[src/rtl/ssd_msg_encoder.sv]
// Seven-segment message encoder: 8-entry character buffer, 4-digit window,
// timed left-scroll FSM, per-digit blink and decimal point, registered outputs.
module ssd_msg_encoder #(
    parameter int MSG_LEN    = 8,
    parameter int SCROLL_DIV = 50_000_000,
    parameter int BLINK_DIV  = 25_000_000
) (
    input  logic                       clk,
    input  logic                       rst,
    input  logic                       wr_en,
    input  logic [$clog2(MSG_LEN)-1:0] wr_addr,
    input  logic [4:0]                 wr_char,
    input  logic                       start,
    input  logic                       repeat_en,
    input  logic [3:0]                 blink_mask,
    input  logic [3:0]                 dp_mask,
    output logic [7:0]                 disp0,
    output logic [7:0]                 disp1,
    output logic [7:0]                 disp2,
    output logic [7:0]                 disp3,
    output logic                       busy,
    output logic                       done
);

    localparam int AW = $clog2(MSG_LEN);
    localparam int SW = (SCROLL_DIV > 1) ? $clog2(SCROLL_DIV) : 1;
    localparam int BW = (BLINK_DIV > 1) ? $clog2(BLINK_DIV) : 1;
    localparam logic [SW-1:0] STEP_LAST  = SW'(SCROLL_DIV - 1);
    localparam logic [BW-1:0] BLINK_LAST = BW'(BLINK_DIV - 1);
    localparam logic [AW-1:0] POS_LAST   = AW'(MSG_LEN - 1);
    localparam logic [4:0]    CHAR_BLANK = 5'd16;

    typedef enum logic [0:0] {
        ST_STATIC = 1'b0,
        ST_SCROLL = 1'b1
    } state_e;

    function automatic logic [7:0] enc_char(input logic [4:0] code);
        logic [7:0] seg;
        case (code)
            5'd0:    seg = 8'hC0;
            5'd1:    seg = 8'hF9;
            5'd2:    seg = 8'hA4;
            5'd3:    seg = 8'hB0;
            5'd4:    seg = 8'h99;
            5'd5:    seg = 8'h92;
            5'd6:    seg = 8'h82;
            5'd7:    seg = 8'hF8;
            5'd8:    seg = 8'h80;
            5'd9:    seg = 8'h90;
            5'd10:   seg = 8'h88;
            5'd11:   seg = 8'h83;
            5'd12:   seg = 8'hC6;
            5'd13:   seg = 8'hA1;
            5'd14:   seg = 8'h86;
            5'd15:   seg = 8'h8E;
            5'd16:   seg = 8'hFF;
            5'd17:   seg = 8'hBF;
            5'd18:   seg = 8'h89;
            5'd19:   seg = 8'hC7;
            5'd20:   seg = 8'h8C;
            5'd21:   seg = 8'hAF;
            5'd22:   seg = 8'hA3;
            5'd23:   seg = 8'hC1;
            5'd24:   seg = 8'hAB;
            default: seg = 8'hFF;
        endcase
        return seg;
    endfunction

    // Blank overrides everything (dp included) during the off phase of a blinking digit
    function automatic logic [7:0] apply_mods(input logic [7:0] seg, input logic blank, input logic dp);
        logic [7:0] res;
        if (blank) begin
            res = 8'hFF;
        end else if (dp) begin
            res = seg & 8'h7F;
        end else begin
            res = seg;
        end
        return res;
    endfunction

    state_e          state_q, state_d;
    logic [AW-1:0]   pos_q, pos_d;
    logic [SW-1:0]   step_q, step_d;
    logic [BW-1:0]   blink_cnt_q, blink_cnt_d;
    logic            blink_phase_q, blink_phase_d;
    logic            done_q, done_d;
    logic [4:0]      msg_q [MSG_LEN];
    logic [7:0]      disp_q [4];
    logic [7:0]      disp_d [4];
    logic            step_tc_s;
    logic            wrap_s;
    logic            busy_s;

    assign step_tc_s = (step_q == STEP_LAST);
    assign wrap_s    = (state_q == ST_SCROLL) && step_tc_s && (pos_q == POS_LAST) && !start;

    // FSM state register
    always_ff @(posedge clk or posedge rst) begin
        if (rst) begin
            state_q <= ST_STATIC;
        end else begin
            state_q <= state_d;
        end
    end

    // FSM next-state: start always (re)enters SCROLL; a completed pass leaves it unless repeating
    always_comb begin
        state_d = state_q;
        case (state_q)
            ST_STATIC: begin
                if (start) begin
                    state_d = ST_SCROLL;
                end else begin
                    state_d = ST_STATIC;
                end
            end
            ST_SCROLL: begin
                if (start) begin
                    state_d = ST_SCROLL;
                end else if (wrap_s && !repeat_en) begin
                    state_d = ST_STATIC;
                end else begin
                    state_d = ST_SCROLL;
                end
            end
            default: state_d = ST_STATIC;
        endcase
    end

    // FSM outputs decoded from the state register only
    always_comb begin
        busy_s = 1'b0;
        case (state_q)
            ST_STATIC: busy_s = 1'b0;
            ST_SCROLL: busy_s = 1'b1;
            default:   busy_s = 1'b0;
        endcase
    end

    // Scroll position, step counter and pass-complete pulse
    always_comb begin
        pos_d  = pos_q;
        step_d = step_q;
        done_d = 1'b0;
        if (state_q != ST_SCROLL || start) begin
            pos_d  = '0;
            step_d = '0;
        end else if (step_tc_s) begin
            step_d = '0;
            pos_d  = pos_q + AW'(1);
            done_d = wrap_s;
        end else begin
            step_d = step_q + SW'(1);
        end
    end

    // Free-running blink timebase, independent of the FSM
    always_comb begin
        if (blink_cnt_q == BLINK_LAST) begin
            blink_cnt_d   = '0;
            blink_phase_d = ~blink_phase_q;
        end else begin
            blink_cnt_d   = blink_cnt_q + BW'(1);
            blink_phase_d = blink_phase_q;
        end
    end

    // Window decode: disp3 is the leftmost character at pos, wrapping mod MSG_LEN
    always_comb begin
        for (int i = 0; i < 4; i++) begin
            disp_d[i] = 8'hFF;
        end
        for (int i = 0; i < 4; i++) begin
            disp_d[i] = apply_mods(enc_char(msg_q[pos_q + AW'(3 - i)]),
                                   blink_mask[i] & blink_phase_q, dp_mask[i]);
        end
    end

    // Datapath registers
    always_ff @(posedge clk or posedge rst) begin
        if (rst) begin
            pos_q         <= '0;
            step_q        <= '0;
            blink_cnt_q   <= '0;
            blink_phase_q <= 1'b0;
            done_q        <= 1'b0;
        end else begin
            pos_q         <= pos_d;
            step_q        <= step_d;
            blink_cnt_q   <= blink_cnt_d;
            blink_phase_q <= blink_phase_d;
            done_q        <= done_d;
        end
    end

    // Message buffer
    always_ff @(posedge clk or posedge rst) begin
        if (rst) begin
            for (int i = 0; i < MSG_LEN; i++) begin
                msg_q[i] <= CHAR_BLANK;
            end
        end else if (wr_en) begin
            msg_q[wr_addr] <= wr_char;
        end else begin
            msg_q <= msg_q;
        end
    end

    // Registered segment outputs
    always_ff @(posedge clk or posedge rst) begin
        if (rst) begin
            for (int i = 0; i < 4; i++) begin
                disp_q[i] <= 8'hFF;
            end
        end else begin
            disp_q <= disp_d;
        end
    end

    assign disp0 = disp_q[0];
    assign disp1 = disp_q[1];
    assign disp2 = disp_q[2];
    assign disp3 = disp_q[3];
    assign busy  = busy_s;
    assign done  = done_q;

endmodule
[config.mk]
export PLATFORM = sky130hd
export DESIGN_NAME = ssd_msg_encoder
export DESIGN_NICKNAME = d
export VERILOG_FILES = /design/src/rtl/ssd_msg_encoder.sv
export SDC_FILE = /design/constraint.sdc
export NUM_CORES = 1
export LEC_CHECK = 0
export ABC_AREA = 1
export CORE_MARGIN = 2
export CORE_UTILIZATION = 46
export DETAILED_ROUTE_END_ITERATION = 16
export GPL_TIMING_DRIVEN = 0
export HOLD_SLACK_MARGIN = 0.06
export SLEW_MARGIN = 20
export SYNTH_ARGS = -nofsm -noshare
export SYNTH_HDL_FRONTEND = slang
export SYNTH_SLANG_ARGS = --single-unit
[constraint.sdc]
create_clock -name clk -period 13.9 [get_ports clk]
set_clock_uncertainty 0.15 [all_clocks]
set_input_delay 3.475 -clock clk [delete_from_list [all_inputs] [get_ports clk]]
set_output_delay 3.475 -clock clk [all_outputs]
set_load 0.1 [all_outputs]
==> impl_results.md <==
- Status: complete, no violations
- Largest family of logic cells by synthesized area: simple AND/OR/NAND/NOR gates
- Fin. Hold Viols: 0
- Mux share of post-synthesis cell area: 0
- Seq cells post-synth: 129
- Routed WL per cell: 14.44 um
- Largest net degree at the start of global routing: 85
- Total CTS buffers: 17
- CTS clk-pin slew, worst paths: 0.06 ns
- Final ANT Viol Nets: 0
- Clk buf depth: 2
- Clk_lat worst skew: 0.42 ns
- Fin. max-slew vios: 0
- Yosys Warn Count: 0
- Post-CTS Hold Buffers: 0
- Crit path required time: 10.27 ns
- Die H: 139.4 um
- Core box area: 17960 um^2
- DR vias/cell: 5.186
- Max-Cap Viols: 0
- Synth Area in Compound Gates: 0.07647
- GRT Residual Overflow: 0
- Root buffer cell: clkbuf_16
- Routed WL: 22420 um
- TNS Setup: 0 ns
- Ys async rst share: 1.000
- WP data arrival: 2.07 ns
- Sequential area share after synthesis: 0.3890
- DR DRC count: 0
- Worst path cell trace: clkdlybuf4s50_1
- # Post-CTS Setup Buffers: 0
- CP top delay family: buffers and inverters
- Clk sink count: 129
- Vias in the first global route: 7266
- Critical path buffer and inverter count: 1
- CP max-delay cell: clkdlybuf4s50_1
- Initial DRC Count: 528
- H-tree levels: 4
- Total track usage: 0.2357
- Power density over cell area: 154.2 nW/um^2
- Minimum clock period: 5.694 ns
- Die width: 139.4 um
- Maximum VDD drop: 0.1504 mV
- Setup repair after global routing missed its margin: no
- Worst path max stage delay: 1.13 ns
- Pre-Repair DR Iteration Count: 5
- Post-synth EDFFs: 0
- IO Port Bufs: 54
- Die area: 19420 um^2
- Static Leak: 4.832 nW
- Global-route wire length before repair: 36820 um
- Worst Max-Slew Pin Slew: 0.9859 ns
- RD Place Congestion: 0.9499
- Post-DP HPWL: 16870 um
- Worst slew margin: 0.3407
- Post-Synth Adder-Cell Area: 0.04306
- Post-Syn Area: 8427 um^2
- CP Capture Type: output port
- Hold Slack: 0.3142 ns
- I/O pins: 55
- Critical Path Fanout Max: 1
- Syn_nets: 1285
- Most used flip-flop cell after synthesis: dfrtp_1
- Synth Area in Simple Gates: 0.3903
- Part of the cycle the worst path needs: 0.4096
- Worst hold-check path type: register to register
- XOR/XNOR Fraction of Synth Area: 0.02183
- Via count: 8048
- Final Setup Violations: 0
- Post-CTS Resized: 0
- Num rows: 49
- Cells after Synth: 1235
- Synth cell types: 37
- Nets: 1360
- Worst setup SP type: register
- Syn_area_per_cell: 6.823 um^2
- TritonCTS clock tree: done
- Initial Util: 0.4691
- Initial antenna violation count: 0
- Fmax: 0.1756 GHz
- P&R area growth vs syn: 17.74%
- Antenna Cells: 0
- Fraction of layout cells with a size suffix above 1: 0.09221
- Worst setup path category: register to output port
metrics by stage:
stage          utilization  power (mW)  instances  setup slack, ns  instance area [um^2]
3_5_place_dp        0.5178       1.064       1520            8.637                  9301
3_3_place_gp        0.5151       1.061       1518            4.972                  9254
5_1_grt             0.5523       1.611       1552            8.167                  9922
6_report            0.5523       1.530       1552            8.206                  9922
4_1_cts             0.5523       1.540       1552            8.186                  9922
2_1_floorplan            -      0.9359       1235            6.900                  8427
final timing paths:
kind / to / slack [ns] / from / cells past startpoint
min reg2reg: step_q[0]$_DFF_PP0_ / 0.31 / step_q[0]$_DFF_PP0_ / 1
max in group asynchronous: disp2[2]$_DFF_PP1_ / 9.54 / rst / 3
max: disp0[0] / 8.21 / disp0[0]$_DFF_PP1_ / 1
min in group asynchronous: step_q[15]$_DFF_PP0_ / 3.30 / rst / 2
min: step_q[0]$_DFF_PP0_ / 0.31 / step_q[0]$_DFF_PP0_ / 1
max reg2reg: disp2[6]$_DFF_PP1_ / 10.49 / pos_q[0]$_DFFE_PP0P_ / 18
cell families after synthesis:
kind of cell    Yosys count
compound gates          125
simple gates            772
flops                   129
xor+xnor                 21
fa+ha+maj                29
buf+inv                 159
cell usage after synthesis, drive strengths merged, types with 20 or more instances:
cell type | count | share of area
nand2 | 445 | 0.20
nand3 | 138 | 0.083
inv | 137 | 0.061
nor2 | 116 | 0.056
o21ai | 90 | 0.053
dfrtp | 89 | 0.26
dfstp | 40 | 0.12
nor3 | 37 | 0.023
ha | 29 | 0.043
a21oi | 28 | 0.017
nand4 | 23 | 0.017
buf | 20 | 0.017
power breakdown:
part	switching [mW]	internal, mW	leakage (nW)	total [mW]
registers	0.0250	0.455	1.59	0.480
logic	0.434	0.144	2.93	0.578
clock network	0.164	0.308	0.304	0.472
total	0.623	0.907	4.83	1.53
layout by cell type, fill, tap and decap left out, types with 3 or more instances in the layout:
cell             synthesis  final
nor4_1                   3      3
buf_2                   10     10
nand3_1                136    136
clkbuf_1                 2      4
inv_2                    9      9
nand2_2                  4      4
clkdlybuf4s50_1          0     54
bufinv_16                0      4
nand4_1                 23     23
nand2_1                441    441
ha_1                    29     29
clkbuf_16                0     17
nor2_1                 108    108
o21ai_1                  7      7
o21ai_0                 83     83
xnor2_1                  6      6
dfstp_2                 40     40
xor2_1                  15     15
dfrtp_1                 89     89
nor2_2                   4      4
nor2_4                   4      4
inv_1                  127    126
a21oi_1                 28     28
clkinv_2                 0      4
buf_6                    5      5
nand3b_1                 3      3
buf_4                    5      6
or2_2                    3      3
nor3_1                  36     35
layer usage:
layer	vias to the layer above	global-route usage	share of wire
met4	0	0.05742	0.015
met1	3749	0.3397	0.49
met2	156	0.3669	0.45
met5	-	0	0
li1	4122	-	-
met3	21	0.04611	0.044
state kept, by name (all words and copies together), names as in the netlist:
| register | count |
|---|---|
| msg_q | 40 |
| step_q | 26 |
| blink_cnt_q | 25 |
| disp0 | 8 |
| disp1 | 8 |
| disp2 | 8 |
| disp3 | 8 |
| pos_q | 3 |
| blink_phase_q | 1 |
| done | 1 |
| state_q | 1 |
final cells by class:
| type | count | area [um^2] |
|---|---|---|
| plain buffers | 22 | 151.4 |
| clock buffers | 21 | 460.4 |
| clock inverters | 11 | 160.2 |
| fillers | 1809 | 8041 |
| inverters | 137 | 524.3 |
| multi-input cells | 947 | 4486 |
| flip-flops and latches | 129 | 3278 |
| well taps | 229 | 286.5 |
| repair buffers | 56 | 575.6 |
Power figures use the tool's default switching activity.
